==> src/rtl/din_debounce_sync.sv <==
// din_debounce_sync: conditions a raw asynchronous 1-bit input for the downstream
// sync-reset D flip-flop stage.
//
// The input passes through a SYNC_STAGES-deep synchroniser. The registered output q
// changes only after DEBOUNCE_CYCLES consecutive synced samples all differ from q.
// Each accepted change produces a one-cycle rise or fall pulse in the same cycle
// that q changes.
//
// Optional feature: define DEBOUNCE_GLITCH_CNT_EN to add an 8-bit saturating
// glitch_cnt output. It counts qualify attempts that were aborted by a bounce.
// Accepted edges are not counted.
//
// Reset is asynchronous and active-high. It clears the synchroniser, the FSM, the
// qualify counter, q and both pulses. It dominates every other event.
module din_debounce_sync #(
  parameter int SYNC_STAGES     = 2,
  parameter int DEBOUNCE_CYCLES = 4,
  parameter int CNT_W           = 8
) (
  input  logic       clk,
  input  logic       rst,
  input  logic       din,
  output logic       q,
  output logic       rise,
  output logic       fall
`ifdef DEBOUNCE_GLITCH_CNT_EN
  ,
  output logic [7:0] glitch_cnt
`endif
);

  // STABLE: q agrees with the synced input.
  // QUALIFY: counting consecutive disagreeing samples.
  typedef enum logic {
    STABLE  = 1'b0,
    QUALIFY = 1'b1
  } state_t;

  // Counter value on the sample that accepts the change. A bound of
  // DEBOUNCE_CYCLES-1 keeps the counter from ever wrapping.
  localparam logic [CNT_W-1:0] CNT_LAST = CNT_W'(DEBOUNCE_CYCLES - 1);
  localparam logic [CNT_W-1:0] CNT_ONE  = CNT_W'(1);

  logic [SYNC_STAGES-1:0] s;
  logic                   sy;

  state_t                 state;
  state_t                 state_n;
  logic [CNT_W-1:0]       cnt;
  logic [CNT_W-1:0]       cnt_n;
  logic                   q_n;
  logic                   rise_n;
  logic                   fall_n;

`ifdef DEBOUNCE_GLITCH_CNT_EN
  logic                   abort;
`endif

  // Synchroniser chain: s[0] samples din and each later stage copies the one before.
  always_ff @(posedge clk or posedge rst) begin
    if (rst) begin
      s <= '0;
    end else begin
      s <= {s[SYNC_STAGES-2:0], din};
    end
  end

  assign sy = s[SYNC_STAGES-1];

  // State register. It holds the FSM state, the qualify counter, the debounced
  // level and the edge pulses.
  always_ff @(posedge clk or posedge rst) begin
    if (rst) begin
      state <= STABLE;
      cnt   <= '0;
      q     <= 1'b0;
      rise  <= 1'b0;
      fall  <= 1'b0;
    end else begin
      state <= state_n;
      cnt   <= cnt_n;
      q     <= q_n;
      rise  <= rise_n;
      fall  <= fall_n;
    end
  end

  // Next-state logic.
  // - Pulses default low, so they last exactly one cycle.
  // - Any agreeing sample seen during QUALIFY aborts the attempt without changing q.
  always_comb begin
    state_n = state;
    cnt_n   = cnt;
    q_n     = q;
    rise_n  = 1'b0;
    fall_n  = 1'b0;
`ifdef DEBOUNCE_GLITCH_CNT_EN
    abort   = 1'b0;
`endif
    case (state)
      STABLE: begin
        cnt_n = '0;
        if (sy != q) begin
          state_n = QUALIFY;
          cnt_n   = CNT_ONE;
        end
      end
      QUALIFY: begin
        if (sy == q) begin
          state_n = STABLE;
          cnt_n   = '0;
`ifdef DEBOUNCE_GLITCH_CNT_EN
          abort   = 1'b1;
`endif
        end else if (cnt >= CNT_LAST) begin
          state_n = STABLE;
          cnt_n   = '0;
          q_n     = sy;
          rise_n  = sy;
          fall_n  = ~sy;
        end else begin
          cnt_n = cnt + CNT_ONE;
        end
      end
      default: begin
        state_n = STABLE;
        cnt_n   = '0;
      end
    endcase
  end

`ifdef DEBOUNCE_GLITCH_CNT_EN
  // Glitch counter: counts aborted qualify attempts and saturates at 255.
  always_ff @(posedge clk or posedge rst) begin
    if (rst) begin
      glitch_cnt <= 8'd0;
    end else if (abort && (glitch_cnt != 8'hFF)) begin
      glitch_cnt <= glitch_cnt + 8'd1;
    end
  end
`endif

endmodule

==> config.mk <==
export PLATFORM = sky130hd
export DESIGN_NAME = din_debounce_sync
export DESIGN_NICKNAME = d
export VERILOG_FILES = /design/src/rtl/din_debounce_sync.sv
export SDC_FILE = /design/constraint.sdc
export NUM_CORES = 1
export LEC_CHECK = 0
export ABC_AREA = 0
export BUFFER_PORTS_ARGS = -buffer_cell sky130_fd_sc_hd__buf_2
export CAP_MARGIN = 20
export CORE_AREA = 2 2 39 41
export DETAILED_ROUTE_END_ITERATION = 16
export DIE_AREA = 0 0 41 43
export GPL_ROUTABILITY_DRIVEN = 0
export PLACE_DENSITY_LB_ADDON = 0.3
export SETUP_SLACK_MARGIN = 0.3
export SYNTH_ARGS = -nofsm -noshare
export SYNTH_HDL_FRONTEND = slang
export SYNTH_SLANG_ARGS = --single-unit
==> constraint.sdc <==
create_clock -name clk -period 1.7 [get_ports clk]
set_clock_uncertainty 0.15 [all_clocks]
set_input_delay 0.255 -clock clk [delete_from_list [all_inputs] [get_ports clk]]
set_output_delay 0.255 -clock clk [all_outputs]
set_load 0.02 [all_outputs]
* Yosys cells after proc, flatten, opt, wreduce, memory -nomap -nowiden
Index checks and enable logic that the tools add are counted.
** Word-level totals
- Register bits :: 14
- Input bits :: 3
- Output and inout bits :: 3
- Logic and storage cells :: 28
** Operators by class
- Add/subtract/negate cells :: 1
- Magnitude comparators :: 1
- Eq/ne operators :: 2
- Multiplexer cells :: 14
- Bitwise operators :: 3
- Reduce and logical (&&, ||, !) cells :: 1
** Operator list (number)
- 2-to-1 mux 8 bit :: 2
- one-hot mux 8 bit (2 select lines) :: 1
- 2-to-1 mux 1 bit :: 10
- adder 8 x 1 -> 8 bit, second input constant :: 1
- greater-or-equal comparator 8 x 2 -> 1 bit, second input constant :: 1
- inverter 1 bit :: 3
- AND reduction 3 bit :: 1
- one-hot mux 1 bit (2 select lines) :: 1
- == test 1 bit :: 1
- inequality test 1 bit :: 1

* Logic depth before layout (Yosys ltp)
- Depth after elaboration :: 4
- Gate-level depth with buffers :: 3
- Gate-level depth less buffers :: 3

* Least setup slack after synthesis
Ideal clock, no wire load.
- Kind :: reg2reg
- Start :: register cnt[6]
- End :: register q
- Library setup time :: 0.125 ns
- Arrival time :: 1.520 ns
- Data required time :: 1.425 ns
- Path slack :: -0.095 ns
- Stages on the path, launching flop included :: 4
- Buffers on the path :: 0
- Period minus slack after synthesis :: 1.795 ns
- Cells stage by stage :: dfrtp_1 > or4_4 > o41ai_2 > mux2_2
** On the way
- Word-level cells in the longest chain between the ends :: 2
** Ends and longest elaborated chain
- start: declaration :: RTL line 49 : logic [CNT_W-1:0] cnt;
- start signal: assignment :: RTL line 81 : cnt <= cnt_n;
- greater-or-equal comparator 8 x 2 -> 1 bit :: RTL line 115 : end else if (cnt >= CNT_LAST) begin
- AND reduction 3 bit (no source line)
- end signal: assignment :: RTL line 82 : q <= q_n;
- end: declaration :: RTL line 23 : output logic q,
Every way passes these cells.
A chain may end at the register's enable or synchronous reset.

* Worst setup path after layout
Ends and elaborated chain as after synthesis.

==> impl_metrics.toml <==
[cells_and_area]
drive_above_1_share_pct = 43.5
antenna-diode-count = 0
syn_to_final_growth_pct = 35.8
stdcell_count = 62
postLayoutCoreUtil_pct = 46.7
final_area_um2 = 646
nets = 51
fill_cells = 124

[route]
wl_per_cell_um = 11.3
drt_first_pass_iters = 2
viasPerCell = 4.27
postRouteWirelength_um = 700
drt_iter0_markers = 2
ant_nets = 0
vias = 265
drc = 0

[clock_network]
clkLatencyLatePin_ns = 0.26
clkTransAtPathRegs_ns = 0.08
root_buffer = "clkbuf_4"
cts_tree = "yes"
cts-htree-levels = 1
cts_buffers = 3
clock_path_buffers = 2
clock-sinks = 14

[synthesis]
synth_seq_area_share_pct = 73.7
synth_top_area_cell = "dfrtp_1"
synthMostInstantiatedCell = "dfrtp_1"
synth_top_area_share_pct = 73.7
postSynth.asyncResetShare_pct = 100
ys_warn_count = 0
synth_cells = 29
ys_ff_latch = 14
synth.top_cells.by_count = "dfrtp_1 (14), nor3b_1 (2), or4_4 (2)"
synth_edf_count = 0
synth_area_leaders = "dfrtp_1 (74%), or4_4 (4.7%), o41ai_2 (3.4%)"
synth_ff_type = "dfrtp_1"
syn_area_per_cell_um2 = 16.4
synth.distinct_cells = 14
synth_area_um2 = 475

[placement]
place_ws_ns = -0.157
place_area_um2 = 554
port_buffers = 5
place_inst = 55

[floorplan]
die_y_um = 43
initial_core_util_pct = 34.4
core_area_um2 = 1380
die_area_um2 = 1760
num_rows = 14
die_w_um = 41
io_pins = 6

[grt]
grt_max_degree = 15
antenna_found_initial = 0
grt_pass1_wl_mm = 1.16
grt_pass1_vias = 261
grt_usage_pct = 10.6
overflow = 0

[sta]
period_share_pct = 105
setup_ws_ns = -0.0912
min_period_ns = 1.79
rsz0062_at_grt = "yes"
clock.fmax_mhz = 558
worst_pin_slew_ns = 0.529
hold_viol = 0
relSlewSlack_pct = 64.5
drv_slew = 0
setup_viol = 4

[power]
p_per_area_nw_per_um2 = 1440
power.total_w = 0.000932
power_frac_seq_pct = 47.8
intPower_w = 0.000657
pwr-share-comb_pct = 28.3
p_leak_nw = 0.300
p_sw_w = 0.000275
ir_worst_vdd_mv = 0.779
p_clk_share_pct = 23.8
sw_frac_of_total_pct = 29.5

[setup_path]
startpoint = "cnt[6]"
endpoint = "q"
crit-reg2reg-launch = "cnt[6]"
crit_chain = "or4_4, o41ai_4, mux2_4"
required_ns = 1.71
slowest_delay_ns = 0.55
rrSetupSlack_ns = -0.09
cp_data_arrival_time_ns = 1.80
rr_endpoint = "q"
path_max_fanout = 2
startpoint_type = "flop"
critPathKind = "flop to flop"
critPathCaptureType = "flop"
rr_worst_depth = 3
slowest_stage = "or4_4"

[run_status]
violations = "negative setup slack"
outcome = "finished with violations"

[hold_path]
hold_class = "flop to flop"

[run]
cap_violations = 0
layout by cell type (no fill, tap or decap):
cell / Yosys / layout
a21oi_2: 0 / 1
buf_2: 0 / 5
buf_4: 0 / 1
clkbuf_4: 0 / 3
clkbuf_8: 0 / 1
conb_1: 1 / 6
dfrtp_1: 14 / 14
dlygate4sd3_1: 0 / 2
ha_1: 1 / 1
inv_1: 1 / 1
mux2_4: 0 / 1
nand2_1: 1 / 1
nor3_2: 1 / 1
nor3b_2: 0 / 2
o22ai_4: 0 / 1
o41ai_4: 0 / 1
or2_2: 1 / 1
or4_4: 2 / 2
xnor2_1: 1 / 1
what timing repair did:
action | in CTS | in global routing
endpoints found under the hold margin | 15 | 0
setup buffers | 1 | 0
endpoints found under the setup margin | 6 | 6
hold buffers | 2 | 0
pin swaps | 1 | 0
resized for setup | 4 | 1
critical path, delay by kind of cell (launching register included):
kind | cells | cell delay, ns
AOI/OAI and AO/OA | 1 | 0.28
and+or+nand+nor | 1 | 0.55
muxes | 1 | 0.33
DFF | 1 | 0.37
kinds of logic (layout without fill, tap and decap cells):
family / Yosys count / after routing / share of synthesized area, %
compound gates: 3 / 3 / 5.79
xor+xnor: 1 / 1 / 1.84
fa+ha+maj: 1 / 1 / 2.63
buf+inv: 1 / 13 / 0.789
flops: 14 / 14 / 73.7
mux: 1 / 1 / 2.37
other cells: 1 / 6 / 0.789
simple gates: 7 / 7 / 12.1
cell type report:
type / instances / area [um2] / share of cell area [%]
well taps: 16 / 20.0 / 3.10
inverters: 1 / 3.75 / 0.581
clock buffers: 4 / 36.3 / 5.62
multi-input cells: 19 / 183 / 28.3
flip-flops and latches: 14 / 350 / 54.3
repair buffers: 8 / 52.6 / 8.14
routing by layer:
layer  global-route usage, %  vias up  routed length (um)
met5                       0        -                   0
met4                    4.00        0                   0
met3                    4.71        0                  18
met2                    17.8        3                 408
met1                    10.8      135                 274
li1                        -      127                   -
state kept, by name, indices dropped and copies added (netlist names):
signal / cells
cnt: 8
s: 2
fall: 1
q: 1
rise: 1
state: 1
worst min path at each step:
stage | end | from | cells after the start
floorplan | cnt[0] | rst | 1
global placement | cnt[5] | rst | 2
detailed placement | cnt[5] | rst | 2
CTS | s[1] | s[0] | 0
global route | s[1] | s[0] | 0
finish | s[1] | s[0] | 0
power by group through the flow:
stage | clock, W | combinational [W] | sequential, W
2_1_floorplan | 0 | 0.000119 | 0.000462
3_3_place_gp | 0 | 0.000183 | 0.000436
3_5_place_dp | 0 | 0.000190 | 0.000444
4_1_cts | 0.000233 | 0.000241 | 0.000442
5_1_grt | 0.000249 | 0.000287 | 0.000454
6_report | 0.000222 | 0.000264 | 0.000446
stage by stage:
step / hold WS, ns / TNS (ns)
after floorplan: -0.00578 / -0.0886
after global placement: 0.134 / -0.167
after detailed placement: 0.155 / -0.274
after CTS: 0.213 / -0.211
after global routing: 0.217 / -0.469
final: 0.210 / -0.245
Note: power is estimated with default switching activity, not from simulation.
